### src/rtl/sfp_supervisor_pkg.sv
// Shared types and timing constants for the SFP quad supervisor.
package sfp_supervisor_pkg;

  localparam int RESET_PULSE_CYCLES = 16;
  localparam int LOCK_STABLE_CYCLES = 64;

  typedef enum logic [1:0] {
    QPLL_RESET,
    QPLL_WAIT_LOCK,
    QPLL_LOCKED,
    QPLL_FAULT
  } qpll_state_t;

  typedef enum logic [2:0] {
    LANE_DISABLED,
    LANE_WAIT_PLL,
    LANE_WAIT_SIGNAL,
    LANE_SERDES_RST,
    LANE_ACTIVE
  } lane_state_t;

endpackage

### src/rtl/sfp_lane_fsm.sv
// One SFP lane: LOS / module-absent debouncers, bring-up FSM, rate select and flap counter.
// Optional macro SFP_SUPERVISOR_TX_SQUELCH_EN keeps the laser dark until SERDES_RST/ACTIVE.
module sfp_lane_fsm
  import sfp_supervisor_pkg::*;
#(
  parameter int DEBOUNCE_CYCLES = 156250,
  parameter int FLAP_WIDTH      = 16
) (
  input  logic                  clk_i,
  input  logic                  rst_i,
  input  logic                  pll_locked_i,
  input  logic                  rx_los_i,
  input  logic                  mod_abs_i,
  input  logic                  lane_en_i,
  input  logic [1:0]            rate_sel_i,
  input  logic                  link_up_i,
  input  logic                  flap_clear_i,
  output logic                  tx_disable_o,
  output logic [1:0]            rs_o,
  output logic                  serdes_rst_o,
  output logic                  ready_o,
  output logic [FLAP_WIDTH-1:0] flap_count_o
);

  localparam int DW = (DEBOUNCE_CYCLES > 1) ? $clog2(DEBOUNCE_CYCLES) : 1;

  logic [1:0] raw_in;
  logic [1:0] filt;
  logic       los_filt;
  logic       abs_filt;

  assign raw_in   = {mod_abs_i, rx_los_i};
  assign los_filt = filt[0];
  assign abs_filt = filt[1];

  // Any change of the raw pin restarts the count; the filtered value follows after a full quiet window.
  for (genvar gi = 0; gi < 2; gi++) begin : g_db
    logic          raw_q;
    logic          filt_q;
    logic [DW-1:0] cnt_q;

    always_ff @(posedge clk_i or posedge rst_i) begin
      if (rst_i) begin
        raw_q  <= 1'b1;
        filt_q <= 1'b1;
        cnt_q  <= '0;
      end else begin
        raw_q <= raw_in[gi];
        if (raw_in[gi] != raw_q) begin
          cnt_q <= '0;
        end else if (cnt_q == DW'(DEBOUNCE_CYCLES - 1)) begin
          filt_q <= raw_q;
        end else begin
          cnt_q <= cnt_q + 1'b1;
        end
      end
    end

    assign filt[gi] = filt_q;
  end

  lane_state_t           state_q, state_d;
  logic [3:0]            rst_cnt_q, rst_cnt_d;
  logic [1:0]            rs_q;
  logic                  link_q;
  logic [FLAP_WIDTH-1:0] flap_q, flap_d;
  logic                  rate_change;
  logic                  link_fall;

  assign rate_change = (rate_sel_i != rs_q);
  assign link_fall   = link_q && !link_up_i && (state_q == LANE_ACTIVE);

  always_ff @(posedge clk_i or posedge rst_i) begin
    if (rst_i) begin
      state_q   <= LANE_DISABLED;
      rst_cnt_q <= '0;
      rs_q      <= '0;
      link_q    <= 1'b0;
      flap_q    <= '0;
    end else begin
      state_q   <= state_d;
      rst_cnt_q <= rst_cnt_d;
      rs_q      <= rate_sel_i;
      link_q    <= link_up_i;
      flap_q    <= flap_d;
    end
  end

  always_comb begin
    state_d   = state_q;
    rst_cnt_d = rst_cnt_q;
    if (!lane_en_i) begin
      state_d = LANE_DISABLED;
    end else if (!pll_locked_i) begin
      state_d = LANE_WAIT_PLL;
    end else if ((state_q == LANE_SERDES_RST || state_q == LANE_ACTIVE) && (abs_filt || los_filt)) begin
      state_d = LANE_WAIT_SIGNAL;
    end else begin
      case (state_q)
        LANE_DISABLED:    state_d = LANE_WAIT_PLL;
        LANE_WAIT_PLL:    state_d = LANE_WAIT_SIGNAL;
        LANE_WAIT_SIGNAL: begin
          if (!abs_filt && !los_filt) begin
            state_d   = LANE_SERDES_RST;
            rst_cnt_d = '0;
          end
        end
        LANE_SERDES_RST: begin
          // A new rate mid-reset starts the hold over so the datapath sees a full pulse.
          if (rate_change) begin
            rst_cnt_d = '0;
          end else if (rst_cnt_q == 4'(RESET_PULSE_CYCLES - 1)) begin
            state_d = LANE_ACTIVE;
          end else begin
            rst_cnt_d = rst_cnt_q + 4'd1;
          end
        end
        LANE_ACTIVE: begin
          if (rate_change) begin
            state_d   = LANE_SERDES_RST;
            rst_cnt_d = '0;
          end
        end
        default: state_d = LANE_DISABLED;
      endcase
    end
  end

  always_comb begin
    flap_d = flap_q;
    if (flap_clear_i) begin
      flap_d = '0;
    end else if (link_fall && (flap_q != '1)) begin
      flap_d = flap_q + 1'b1;
    end
  end

  assign serdes_rst_o = (state_q != LANE_ACTIVE);
  assign ready_o      = (state_q == LANE_ACTIVE);
  assign rs_o         = rs_q;
  assign flap_count_o = flap_q;

`ifdef SFP_SUPERVISOR_TX_SQUELCH_EN
  assign tx_disable_o = !(state_q == LANE_SERDES_RST || state_q == LANE_ACTIVE);
`else
  assign tx_disable_o = (state_q == LANE_DISABLED) || abs_filt;
`endif

endmodule

### src/rtl/sfp_quad_supervisor.sv
// GTY quad supervisor: two QPLL lock/retry FSMs plus one sfp_lane_fsm per SFP cage.
// Optional macro SFP_SUPERVISOR_TX_SQUELCH_EN (handled inside sfp_lane_fsm).
module sfp_quad_supervisor
  import sfp_supervisor_pkg::*;
#(
  parameter int NUM_LANES       = 4,
  parameter int DEBOUNCE_CYCLES = 156250,
  parameter int LOCK_TIMEOUT    = 1562500,
  parameter int MAX_RETRIES     = 3,
  parameter int FLAP_WIDTH      = 16
) (
  input  logic                            clk_sys,
  input  logic                            rst,
  input  logic [1:0]                      qpll_lock,
  output logic [1:0]                      qpll_reset,
  output logic [1:0]                      qpll_fault,
  input  logic [NUM_LANES-1:0]            sfp_rx_los,
  input  logic [NUM_LANES-1:0]            sfp_mod_abs,
  output logic [NUM_LANES-1:0]            sfp_tx_disable,
  output logic [2*NUM_LANES-1:0]          sfp_rs,
  input  logic [NUM_LANES-1:0]            cfg_lane_en,
  input  logic [2*NUM_LANES-1:0]          cfg_rate_sel,
  input  logic [NUM_LANES-1:0]            lane_link_up,
  output logic [NUM_LANES-1:0]            lane_serdes_rst,
  output logic [NUM_LANES-1:0]            lane_ready,
  output logic [FLAP_WIDTH*NUM_LANES-1:0] flap_count,
  input  logic [NUM_LANES-1:0]            flap_clear
);

  localparam int TW = $clog2(LOCK_TIMEOUT + 1);
  localparam int RW = $clog2(MAX_RETRIES + 1);

  logic qpll0_locked;

  for (genvar gi = 0; gi < 2; gi++) begin : g_qpll
    qpll_state_t   state_q, state_d;
    logic [6:0]    cnt_q, cnt_d;
    logic [TW-1:0] timer_q, timer_d;
    logic [RW-1:0] retries_q, retries_d;

    always_ff @(posedge clk_sys or posedge rst) begin
      if (rst) begin
        state_q   <= QPLL_RESET;
        cnt_q     <= '0;
        timer_q   <= '0;
        retries_q <= '0;
      end else begin
        state_q   <= state_d;
        cnt_q     <= cnt_d;
        timer_q   <= timer_d;
        retries_q <= retries_d;
      end
    end

    // cnt_q doubles as the reset-pulse length and the consecutive-lock run length.
    always_comb begin
      state_d   = state_q;
      cnt_d     = cnt_q;
      timer_d   = timer_q;
      retries_d = retries_q;
      case (state_q)
        QPLL_RESET: begin
          if (cnt_q == 7'(RESET_PULSE_CYCLES - 1)) begin
            state_d = QPLL_WAIT_LOCK;
            cnt_d   = '0;
            timer_d = '0;
          end else begin
            cnt_d = cnt_q + 7'd1;
          end
        end
        QPLL_WAIT_LOCK: begin
          timer_d = timer_q + TW'(1);
          cnt_d   = qpll_lock[gi] ? cnt_q + 7'd1 : 7'd0;
          if (qpll_lock[gi] && cnt_q == 7'(LOCK_STABLE_CYCLES - 1)) begin
            state_d   = QPLL_LOCKED;
            retries_d = '0;
          end else if (timer_q == TW'(LOCK_TIMEOUT - 1)) begin
            cnt_d     = '0;
            retries_d = retries_q + RW'(1);
            state_d   = (retries_q == RW'(MAX_RETRIES - 1)) ? QPLL_FAULT : QPLL_RESET;
          end
        end
        QPLL_LOCKED: begin
          if (!qpll_lock[gi]) begin
            state_d   = QPLL_RESET;
            cnt_d     = '0;
            retries_d = '0;
          end
        end
        QPLL_FAULT: state_d = QPLL_FAULT;
        default:    state_d = QPLL_RESET;
      endcase
    end

    assign qpll_reset[gi] = (state_q == QPLL_RESET);
    assign qpll_fault[gi] = (state_q == QPLL_FAULT);

    if (gi == 0) begin : g_lock0
      assign qpll0_locked = (state_q == QPLL_LOCKED);
    end
  end

  // QPLL1 is supervised above but deliberately never gates the lanes.
  for (genvar gi = 0; gi < NUM_LANES; gi++) begin : g_lane
    sfp_lane_fsm #(
      .DEBOUNCE_CYCLES(DEBOUNCE_CYCLES),
      .FLAP_WIDTH     (FLAP_WIDTH)
    ) u_lane (
      .clk_i        (clk_sys),
      .rst_i        (rst),
      .pll_locked_i (qpll0_locked),
      .rx_los_i     (sfp_rx_los[gi]),
      .mod_abs_i    (sfp_mod_abs[gi]),
      .lane_en_i    (cfg_lane_en[gi]),
      .rate_sel_i   (cfg_rate_sel[2*gi +: 2]),
      .link_up_i    (lane_link_up[gi]),
      .flap_clear_i (flap_clear[gi]),
      .tx_disable_o (sfp_tx_disable[gi]),
      .rs_o         (sfp_rs[2*gi +: 2]),
      .serdes_rst_o (lane_serdes_rst[gi]),
      .ready_o      (lane_ready[gi]),
      .flap_count_o (flap_count[FLAP_WIDTH*gi +: FLAP_WIDTH])
    );
  end

endmodule

### config.mk
export PLATFORM = sky130hd
export DESIGN_NAME = sfp_quad_supervisor
export DESIGN_NICKNAME = d
export VERILOG_FILES = /design/src/rtl/sfp_supervisor_pkg.sv /design/src/rtl/sfp_lane_fsm.sv /design/src/rtl/sfp_quad_supervisor.sv
export SDC_FILE = /design/constraint.sdc
export NUM_CORES = 1
export LEC_CHECK = 0
export BUFFER_PORTS_ARGS = -buffer_cell sky130_fd_sc_hd__buf_2
export CAP_MARGIN = 40
export CORE_MARGIN = 2
export CORE_UTILIZATION = 55
export DETAILED_ROUTE_END_ITERATION = 6
export GPL_TIMING_DRIVEN = 0
export HOLD_SLACK_MARGIN = 0.1
export PLACE_DENSITY = 0.76
export SLEW_MARGIN = 20
export SYNTH_ARGS = -nofsm -noshare
export SYNTH_HDL_FRONTEND = slang
export SYNTH_SLANG_ARGS = --single-unit
export TNS_END_PERCENT = 20
### constraint.sdc
create_clock -name clk_sys -period 10.9 [get_ports clk_sys]
set_input_delay 1.09 -clock clk_sys [delete_from_list [all_inputs] [get_ports clk_sys]]
set_output_delay 1.09 -clock clk_sys [all_outputs]
set_load 0.02 [all_outputs]
# [Yosys cells after proc, flatten, opt, wreduce, memory -nomap -nowiden]
# Cells that the tools add are included.
[word_totals] reg_bits=328 word_cells=390
[classes] muxes=110 add_sub_neg=22 eq_ne=104 reduce_logical=90 n_bitwise=12
[op_table] operator="2-to-1 mux 18 bit" count=16
[op_table] operator="adder 18 x 1 -> 18 bit, second input constant" count=8
[op_table] operator="equality test 18 bit, second input constant" count=8
[op_table] operator="2-to-1 mux 16 bit" count=8
[op_table] operator="2-to-1 mux 3 bit" count=28
[op_table] operator="one-hot mux 21 bit (2 select lines)" count=2
[op_table] operator="2-to-1 mux 7 bit" count=10
[op_table] operator="!= test 5 bit, second input constant" count=13
[op_table] operator="adder 16 x 1 -> 16 bit, second input constant" count=4
[op_table] operator="2-to-1 mux 4 bit" count=16
[op_table] operator="!= test 16 bit, second input constant" count=4
[op_table] operator="one-hot mux 3 bit (5 select lines)" count=4
[op_table] operator="one-hot mux 4 bit (3 select lines)" count=4
[op_table] operator="adder 21 x 1 -> 21 bit, second input constant" count=2
[op_table] operator="equality test 21 bit, second input constant" count=2
[op_table] operator="2-to-1 mux 21 bit" count=2
[op_table] operator="one-hot mux 7 bit (3 select lines)" count=2
[op_table] operator="2-to-1 mux 2 bit" count=14
[op_table] operator="!= test 2 x 1 -> 1 bit, second input constant" count=14
[op_table] operator="AND reduction 7 bit" count=4
[op_table] operator="equality test 3 x 2 -> 1 bit, second input constant" count=8
[op_table] operator="AND reduction 2 bit" count=12
[op_table] operator="logical AND 1 bit" count=22
[op_table] operator="!= test 3 bit, second input constant" count=6
[op_table] operator="other kinds (26)" count=125

# [Depth between registers and ports, before layout]
# Gate-level depths: netlist (run 1).
[logic_depth] word_depth=7 ltp_mapped=9 depth_no_buf=7

# [Hierarchy]
# A second synthesis (run 1) with hierarchy kept.
[unflattened] cells_unflattened=1935 hier_area_um2=18322.6
[modules_own_cells] mod="sfp_lane_fsm" instances=4 area_each_um2=3634.7 cells_per_inst=384
[modules_own_cells] mod="sfp_quad_supervisor" instances=1 area_each_um2=3783.6 cells_per_inst=399

# [Worst setup path before layout (run 1)]
# OpenSTA, ideal clock, no wires.
[synth_path] kind="input to register" start="input port cfg_rate_sel[3]" end="register g_lane[1].u_lane.rst_cnt_q[2]" setup_ns=0.110 path_stages=5 arrival_time_ns=2.288 path_slack_ns=8.501 cell_sequence="xor2_1 nor3_1 a221o_1 or2_1 o41ai_1"
[synth_via] elab_chain_len=3 elab_cells_between_ends=6 classes_between="eq/ne (3); mux (2); reduce/logical (1)"
[synth_lines] item="from (decl)" line_no="sfp_quad_supervisor.sv:22" rtl="input logic [2*NUM_LANES-1:0] cfg_rate_sel,"
[synth_lines] item="!= test 2 bit (*)" line_no="sfp_lane_fsm.sv:70" rtl="assign rate_change = (rate_sel_i != rs_q);"
[synth_lines] item="!= test 3 x 2 -> 1 bit (no line), or another cell as far along"
[synth_lines] item="AND reduction 7 bit (no line) or one-hot mux 4 bit (3 select lines) (tied branches)"
[synth_lines] item="to (signal assigned)" line_no="sfp_lane_fsm.sv:82" rtl="rst_cnt_q <= rst_cnt_d;"
[synth_lines] item="to (decl)" line_no="sfp_lane_fsm.sv:63" rtl="logic [3:0] rst_cnt_q, rst_cnt_d;"
# Every way passes the cells marked *; elsewhere a longest branch is shown, timed or not.
# A chain may end at the register's enable or synchronous reset.

# [Final worst setup path (run 1)]
[layout_path] start="register g_lane[0].u_lane.state_q[0]" end="output port lane_serdes_rst[0]"
[layout_via] elab_chain_len=1
[layout_lines] item="from (decl)" line_no="sfp_lane_fsm.sv:62" rtl="lane_state_t state_q, state_d;"
[layout_lines] item="from (signal assigned)" line_no="sfp_lane_fsm.sv:81" rtl="state_q <= state_d;"
[layout_lines] item="!= test 3 bit" line_no="sfp_lane_fsm.sv:138" rtl="assign serdes_rst_o = (state_q != LANE_ACTIVE);"
[layout_lines] item="to (decl)" line_no="sfp_quad_supervisor.sv:24" rtl="output logic [NUM_LANES-1:0] lane_serdes_rst,"
# No other way between the ends.

==> reports/qor.yml, run 1 <==
h-tree-depth: 2
endpoint_kind: "primary output"
crit_chain: "clkbuf_1 > nor3b_2 > inv_1 > buf_4 > buf_2"
grt_usage_pct: 21.71
cp_top_family: "buffers and inverters"
gr-total-overflow: 0
clock_path_buffers: 3
clk_latency_ns: 0.51
cts_buffers: 37
io_buffers: 114
finalNetCount: 2047
syn_avg_cell_area_um2: 9.636
root_buffer: "clkbuf_16"
busiest_layer: "met2"
cts_tree: "done"
grt.met3_usage_pct: 3.393
synth_top_area_share_pct: 44.54
hold_path_class: "reg2reg"
yosys-top-cells-area: "dfrtp_1 45%, xnor2_1 5.7%, nor2_1 5.3%"
firstDrtPassIters: 6
crit_cells: 5
wl_per_cell_um: 15.03
clkTransAtPathRegs_ns: 0.06
syn_inst: 1819
setup_violations: 0
synth-edff-count: 0
finalCritPeriodShare_pct: 27.56
grt_pass1_wl_mm: 61.97
vias: 13866
synth_nets: 1891
synth-seq-area-share_pct: 46.94
postRouteAntennaNets: 0
worstMarginPinSlew_ns: 0.7747
p_leak_uw: 0.008456
grt_setup_unrepaired: "false"
synth_seq_cells: 328
met2_usage_pct: 37.22
antenna_found_initial: 4
synth.largest_area_cell: "dfrtp_1"
crit_slowest_cell: "nor3b_2"
grt_use_met1_pct: 29.17
critical_path_required_ns: 9.81
synth.distinct_cells: 83
cts_resized: 0
peakVddDrop_uv: 139.8
postCtsSetupRepairBufs: 0
yosys_warnings: 0
vias_per_cell: 5.763
dp_slack_ns: 7.956
cts_hold_buffers: 0
drt_wl_total_mm: 36.15
synth_flop_cell: "dfrtp_1"
power_per_cell_area_nw_per_um2: 145.0
drt_iter0_drc: 723
grt_max_degree: 101
maxCapViolations: 0
cpPeakStageDelay_ns: 0.49
crit_path_start_kind: "flip-flop"
reg2reg_depth: 7
num_io_pins: 120
syn_area_um2: 17530
gp_congestion: 0.8364
async_reset_ff_share_pct: 100.0
slew_violations: 0
core_um2: 31470
layout_commonest_cell: "dfrtp_1"
dp_hpwl_mm: 24.76
max_freq_ghz: 0.3328
clock_skew_ns: 0.01196
dieWidth_um: 182.5
die_y_um: 182.5
area.growth.synth_to_final_pct: 13.80
dieArea_um2: 33310
initial_core_util_pct: 55.69
worstPathMaxFanout: 9
cts_num_sinks: 328
final_cell_mix: "312 x dfrtp_1, 249 x nor2_1, 117 x nand2_1, 117 x buf_2, 115 x xnor2_1"
drcViolationCount: 0
drive_above_1_share_pct: 13.43
outcome: "completed"
setup_slack_ns: 7.896
criticalPathCategory: "reg2out"
row_count: 65
cp.arrival_ns: 1.91
relSlewSlack_pct: 47.95
hold_viol: 0
grt_pass1_vias: 13275
power.total_uw: 2891
min_period_ns: 3.004
hold_ws_ns: 0.4649
crit_buf_inv: 4
hold_depth: 2
## Yosys cell counts (6+ instances only)
master / instances
and4_1: 23
or4_1: 6
clkbuf_1: 36
nand4_1: 47
a221oi_1: 6
mux2i_1: 8
nand2_1: 117
xor2_1: 96
nor4b_1: 19
nor3b_1: 13
and2_1: 8
a21oi_1: 59
and3b_1: 6
nand3_1: 105
xnor2_1: 115
o31ai_1: 13
o41ai_1: 6
or3_1: 30
ha_1: 40
nor2b_1: 16
o211ai_1: 7
a31oi_1: 9
dfrtp_1: 312
nand2b_1: 24
a21o_1: 7
or2_2: 10
inv_1: 49
nor4_1: 29
and3_1: 37
or2_1: 6
dfstp_2: 16
buf_4: 14
nor3_1: 66
o21bai_1: 9
o21ai_0: 67
nor2_1: 249
a211oi_1: 18
## registers in the layout, indices dropped and copies added (netlist names), 8 cells and up
name                        count
g_lane.u_lane.rst_cnt_q        16
g_lane.u_lane.rs_o              8
g_lane.u_lane.state_q          12
g_lane.u_lane.flap_count_o     64
g_lane.u_lane.g_db.raw_q        8
g_qpll.cnt_q                   14
g_qpll.timer_q                 42
g_lane.u_lane.g_db.cnt_q      144
## layout make-up
type | count | area (um^2)
inverter | 51 | 198.9
antenna | 1 | 2.502
fill | 2541 | 11530
clock inverter | 12 | 116.4
tap | 402 | 503.0
clock buffer | 55 | 1136
buffer | 63 | 330.3
timing repair buffer | 117 | 653.1
multi-input combinational | 1377 | 8778
sequential | 328 | 8228
## cells by family after synthesis
group,share of synthesized area [%]
simple gates,26.63
flops,46.94
compound gates,9.344
xor+xnor,10.54
buf+inv,2.977
fa+ha+maj,2.855
mux,0.7138
## metrics by stage
step                      util [%]  std cells  instance area [um^2]  TNS (ns)
final                        63.38       2406                 19950         0
after detailed placement     59.39       2338                 18690         0
after global routing         63.37       2405                 19940         0
after floorplan                  -       1819                 17530         0
after global placement       59.10       2335                 18600   -882.70
after CTS                    63.37       2405                 19940         0
## layer usage
layer | vias to the layer above | part of all wire [%]
li1 | 6758 | -
met1 | 6792 | 46
met2 | 255 | 49
met3 | 55 | 4.0
met4 | 6 | 1.4
met5 | - | 0.11
## power breakdown
part,leakage (uW),switching [uW],internal [uW]
Clock,0.000624,492,769
Combinational,0.00341,202,112
Sequential,0.00443,51.8,1260
## final timing paths
check	slack, ns	endpoint	startpoint
setup / recovery	7.90	lane_serdes_rst[0]	g_lane[0].u_lane.state_q[0]
hold / removal	0.46	g_lane[0].u_lane.abs_filt	g_lane[0].u_lane.g_db[1].raw_q
setup reg to reg	7.99	g_lane[3].u_lane.rst_cnt_q[2]	g_qpll[0].state_q[0]
hold reg to reg	0.46	g_lane[0].u_lane.abs_filt	g_lane[0].u_lane.g_db[1].raw_q
max in group asynchronous	9.03	g_lane[3].u_lane.g_db[0].cnt_q[8]	rst
min in group asynchronous	0.58	g_lane[0].u_lane.flap_count_o[5]	rst
## worst register-to-register path, stage by stage, from the launching register on
cell      delay (ns)
dfrtp_1         0.44
inv_1           0.11
ha_1            0.44
clkbuf_1        0.62
nand2_1         0.21
o31ai_1         0.41
nand2_1         0.20
o41ai_1         0.37
(Power assumes the default switching activity.)
==> run 2, diff against run 1 <==
- clock period: 10.9 -> 2.5 ns (I/O delays scaled with it)
==> run 2 against run 1 <==
  * Sequential cell count unchanged
  * Hold slack got worse by 0.34 ns
  * Cell count increased by 1.4%
  * Clock skew increased by 0.014 ns
  * Cell area increased by 2.1%
  * Non-clock buffer count increased by 37
  * Via count increased by 0.71%
  * Wire length increased by 1.4%
  * Sequential share of layout area decreased by 0.86 points
  * Highest routed layer is now met4
  * Setup slack got worse by 7.8 ns
==> reports/qor.yml, run 2 (synthesized netlist as in run 1, its figures left out) <==
final_cell_mix: "312 x dfrtp_1, 249 x nor2_1, 117 x nand2_1, 117 x buf_2, 115 x xnor2_1"
drcViolationCount: 0
gp_congestion: 0.8684
drt_iter0_drc: 894
pwr-share-seq_pct: 45.5
dieWidth_um: 182.5
initial_core_util_pct: 55.69
cp.arrival_ns: 2.75
dieArea_um2: 33310
grt_pass1_vias: 13738
endpoint_kind: "flip-flop"
slew_violations: 0
grt.met3_usage_pct: 2.934
finalCritPeriodShare_pct: 94.66
firstDrtPassIters: 5
die_y_um: 182.5
cp_top_family: "buffers and inverters"
area.growth.synth_to_final_pct: 16.22
cts_buffers: 37
finalNetCount: 2084
p_int_uw: 9379
p_leak_uw: 0.008642
hold_path_class: "in2reg"
crit_buf_inv: 3
drive_above_1_share_pct: 13.79
postRouteAntennaNets: 0
diodes: 0
outcome: "completed"
root_buffer: "clkbuf_16"
antenna_found_initial: 0
switchingPower_uw: 3233
io_buffers: 114
power.total_uw: 12610
drt_wl_total_mm: 36.65
crit_slowest_cell: "dfrtp_1"
dp_slack_ns: -0.4556
crit_top_cell: "clkbuf_1"
worstPathMaxFanout: 10
max_freq_ghz: 0.4226
maxCapViolations: 0
criticalPathCategory: "reg2reg"
worstMarginPinSlew_ns: 0.7878
cpPeakStageDelay_ns: 0.43
gr-total-overflow: 0
core_um2: 31470
grt_max_degree: 33
clock_skew_ns: 0.02628
regMostFlops: "g_lane.u_lane.g_db.cnt_q"
wl_per_cell_um: 15.02
grt_pass1_wl_mm: 63.87
crit_chain: "and4_1 > clkbuf_1 > and4_1 > clkbuf_1 > clkbuf_1 > nor2_1 > xnor2_1 > nor2_1"
clock_path_buffers: 3
vias_per_cell: 5.723
comb_power_share_pct: 11.4
busiest_layer: "met2"
power_per_cell_area_nw_per_um2: 619.2
critical_path_required_ns: 2.88
met2_usage_pct: 37.89
hold_viol: 0
layout_commonest_cell: "dfrtp_1"
setup_violations: 0
grt_use_met1_pct: 30.10
grt_usage_pct: 22.34
crit_path_start_kind: "flip-flop"
clk_latency_ns: 0.53
vias: 13965
cts_tree: "done"
row_count: 65
grt_setup_unrepaired: "true"
setup_slack_ns: 0.1334
min_period_ns: 2.367
cts_num_sinks: 328
clkTransAtPathRegs_ns: 0.06
relSlewSlack_pct: 47.30
largest_reg_flops: 144
netSwitchingFraction_pct: 25.63
dp_hpwl_mm: 25.54
peakVddDrop_uv: 576.1
num_io_pins: 120
h-tree-depth: 2
clkPwrFrac_pct: 43.1
## run 2: worst reg2reg max path, cell delays in order, from the launching register on
cell      delay [ns]
dfrtp_1         0.43
and4_1          0.21
clkbuf_1        0.24
and4_1          0.22
clkbuf_1        0.33
clkbuf_1        0.41
nor2_1          0.15
xnor2_1         0.17
nor2_1          0.06
## run 2: per-layer routing
layer	share of wire [%]	vias up
met5	0	-
li1	-	6835
met3	3.3	59
met1	46	6852
met4	2.1	0
met2	49	219
## run 2: through the flow
step           instances  area [um^2]  utilization (%)  hold WS [ns]  setup TNS (ns)
3_3_place_gp        2335        18610            59.11        0.3700        -1294.36
4_1_cts             2440        20360            64.68        0.1119               0
5_1_grt             2440        20370            64.72        0.1445        -0.04020
2_1_floorplan       1819        17530                -        0.2545         -675.02
3_5_place_dp        2346        18830            59.84        0.3722          -1.510
6_report            2440        20370            64.72        0.1239               0
## run 2: path summary, 6_finish.rpt
path	endpoint	from	slack, ns	cells past startpoint
min reg2reg	g_lane[0].u_lane.abs_filt	g_lane[0].u_lane.g_db[1].raw_q	0.48	2
max reg2reg	g_lane[0].u_lane.flap_count_o[0]	g_lane[0].u_lane.flap_count_o[7]	0.13	8
min in group asynchronous	g_lane[0].u_lane.flap_count_o[13]	rst	0.40	3
max	g_lane[0].u_lane.flap_count_o[0]	g_lane[0].u_lane.flap_count_o[7]	0.13	8
min	g_qpll[0].state_q[0]	qpll_lock[0]	0.12	3
max in group asynchronous	g_lane[1].u_lane.abs_filt	rst	1.03	6
## run 2: repair_timing
action	4_1_cts	5_1_grt
hold buffers	29	0
buffers inserted	0	0
resized for setup	3	8
setup endpoints to repair	4	30
hold endpoints to repair	82	0
pin swaps	0	0
## run 2: power groups by stage
stage	registers, uW	clock network (uW)	logic, uW
after global routing	5770	5790	1650
final	5740	5440	1440
after global placement	5810	0	1310
after CTS	5730	5580	1450
after detailed placement	5820	0	1400
after floorplan	5780	0	1010
## run 2: area by class of cell
cell class,instances,area (um^2)
Clock buffer,56,1130
Inverter,51,195.2
Buffer,62,334.1
Clock inverter,9,98.84
Tap cell,402,503.0
Multi-Input combinational cell,1377,8788
Fill cell,2513,11100
Sequential cell,328,8228
Timing Repair Buffer,155,1094
==> run 3, diff against run 2 <==
- ABC_AREA: not set -> 1
- PLACE_DENSITY: 0.76 -> 0.73
- clock period: 2.5 -> 2.8 ns (I/O delays scaled with it)
==> run 3 against run 2 <==
  * Cell count increased by 30%
  * Clock-buffer cell count increased by 1
  * Highest routed layer unchanged
  * Critical endpoint is now g_lane[1].u_lane.rst_cnt_q[1]
  * Synthesized area increased by 7.8%
  * Largest cell class unchanged
==> reports/qor.yml, run 3 <==
outcome: "completed"
setup_violations: 0
core_um2: 33700
drive_above_1_share_pct: 12.63
syn_area_um2: 18890
root_buffer: "clkbuf_16"
criticalPathCategory: "reg2reg"
worstMarginPinSlew_ns: 0.7117
synth-seq-area-share_pct: 43.56
dieWidth_um: 189.3
yosys_warnings: 0
h-tree-depth: 2
synth.most_common_cell: "nand2_1"
p_leak_uw: 0.01018
clkTransAtPathRegs_ns: 0.06
cp.arrival_ns: 2.54
grt_max_degree: 34
seq_area_um2: 8228
grt_setup_unrepaired: "false"
setup_slack_ns: 0.6703
power_per_cell_area_nw_per_um2: 477.1
async_reset_ff_share_pct: 100.0
relSlewSlack_pct: 52.06
synth.distinct_cells: 58
finalNetCount: 2762
reg2reg_from: "g_qpll[0].state_q[0]"
clk_latency_ns: 0.52
maxCapViolations: 0
min_period_ns: 2.130
dieArea_um2: 35850
postRouteAntennaNets: 0
cts_tree: "done"
synth_flop_cell: "dfrtp_1"
io_buffers: 117
critical_path_required_ns: 3.21
syn_avg_cell_area_um2: 7.577
dp_hpwl_mm: 30.78
vias: 17088
finalCritPeriodShare_pct: 76.06
vias_per_cell: 5.399
finalSetupTns_ns: 0
antenna_found_initial: 1
final_cell_mix: "543 x nand2_1, 329 x inv_1, 312 x dfrtp_1, 300 x nor2_1, 181 x nand3_1"
max_freq_ghz: 0.4696
firstDrtPassIters: 6
cts_buffers: 39
ys_top_cells_by_count: "543 x nand2_1, 330 x inv_1, 312 x dfrtp_1"
gr-total-overflow: 0
drt_wl_total_mm: 41.89
grt_pass1_wl_mm: 72.63
row_count: 67
synth_nets: 2565
drt_iter0_drc: 1104
slew_violations: 0
syn_inst: 2493
clock_path_buffers: 3
cts_num_sinks: 328
cp-startpoint: "g_qpll[0].state_q[0]"
synth_top_area_share_pct: 41.33
synth_seq_cells: 328
peakVddDrop_uv: 412.2
worstHoldStart: "flap_clear[0]"
synth-edff-count: 0
worstPathMaxFanout: 8
regMostFlops: "g_lane.u_lane.g_db.cnt_q"
wl_per_cell_um: 13.24
layout_commonest_cell: "nand2_1"
initial_core_util_pct: 56.06
endpoint_kind: "flip-flop"
largest_reg_flops: 144
grt_usage_pct: 23.45
multiInputGateArea_um2: 9101
num_io_pins: 120
hold_path_class: "in2reg"
synth.largest_area_cell: "dfrtp_1"
cts_resized: 0
crit_path_start_kind: "flip-flop"
dp_slack_ns: 0.7037
area.growth.synth_to_final_pct: 15.61
drcViolationCount: 0
clock_skew_ns: 0.01135
gp_congestion: 0.9062
grt_pass1_vias: 16295
yosys-top-cells-area: "dfrtp_1 41%, nand2_1 11%, inv_1 6.6%"
die_y_um: 189.3
final.fill_count: 2886
hold_viol: 0
[run 3: changes by cell type in the layout (fill, tap and decap cells not counted), sizes merged, moves of 25 or more]
cell	before	now
xnor2	115	21
and3	37	1
xor2	96	49
a21oi	60	118
nand2	117	561
inv	51	344
nand3	105	192
or3	30	1
nor2	249	328
o21ai	71	179
nor3	70	95
nand4	47	114
[run 3: layer usage]
layer | vias up | track usage [%] | share of wire (%)
li1 | 8579 | - | -
met2 | 362 | 39.67 | 48
met4 | 0 | 6.619 | 1.8
met3 | 73 | 3.318 | 4.3
met1 | 8074 | 31.60 | 46
met5 | - | 0 | 0
[run 3: final timing paths]
path / depth (start not counted) / slack, ns / endpoint
min in group asynchronous: 3 / 0.38 / g_lane[0].u_lane.rs_o[1]
min: 2 / 0.16 / g_lane[0].u_lane.flap_count_o[4]
max reg2reg: 7 / 0.67 / g_lane[1].u_lane.rst_cnt_q[1]
max in group asynchronous: 7 / 1.24 / g_lane[3].u_lane.g_db[1].raw_q
min reg2reg: 1 / 0.49 / g_lane[0].u_lane.g_db[1].cnt_q[7]
max: 7 / 0.67 / g_lane[1].u_lane.rst_cnt_q[1]
[run 3: layout make-up]
cell class	instances	share of cell area, %
Multi-Input combinational cell	1781	41.67
Sequential cell	328	37.67
Inverter	346	6.021
Clock buffer	57	5.145
Timing Repair Buffer	156	5.087
Tap cell	448	2.567
Buffer	38	1.146
Clock inverter	10	0.6760
Antenna cell	1	0.01146
[run 3: timing repair]
item | in CTS | in global routing
setup buffers | 0 | 0
hold buffers | 27 | 0
endpoints found under the hold margin | 60 | 0
[run 3: metrics by stage]
step	std cells	instance area (um^2)	power [uW]	hold WS (ns)	utilization (%)
after floorplan	2493	18890	5248	0.2845	-
after global placement	3058	20040	5379	0.4036	59.47
after detailed placement	3070	20300	5437	0.3255	60.22
after CTS	3164	21840	10540	0.1524	64.80
after global routing	3165	21840	10800	0.1908	64.81
final	3165	21840	10420	0.1574	64.81
[run 3: critical path, stage by stage (launching register included)]
cell     delay [ns]
dfrtp_1        0.42
inv_1          0.12
ha_1           0.57
nand2_1        0.23
nor2_2         0.35
nand3_2        0.17
nand2_1        0.09
nand2_1        0.06
[run 3: cell families after synthesis]
| logic type | Yosys count | synth area share, % |
|---|---|---|
| DFF | 328 | 43.56 |
| buffers and inverters | 384 | 8.266 |
| xor gates and xnor gates | 70 | 3.245 |
| and+or+nand+nor | 1331 | 32.20 |
| adders and majority gates | 40 | 2.649 |
| AOI/OAI and AO/OA | 340 | 10.08 |
[run 3: report_power, final]
group / internal [uW] / switching, uW
combinational: 183 / 331
clock: 3060 / 1980
sequential: 4810 / 57.8
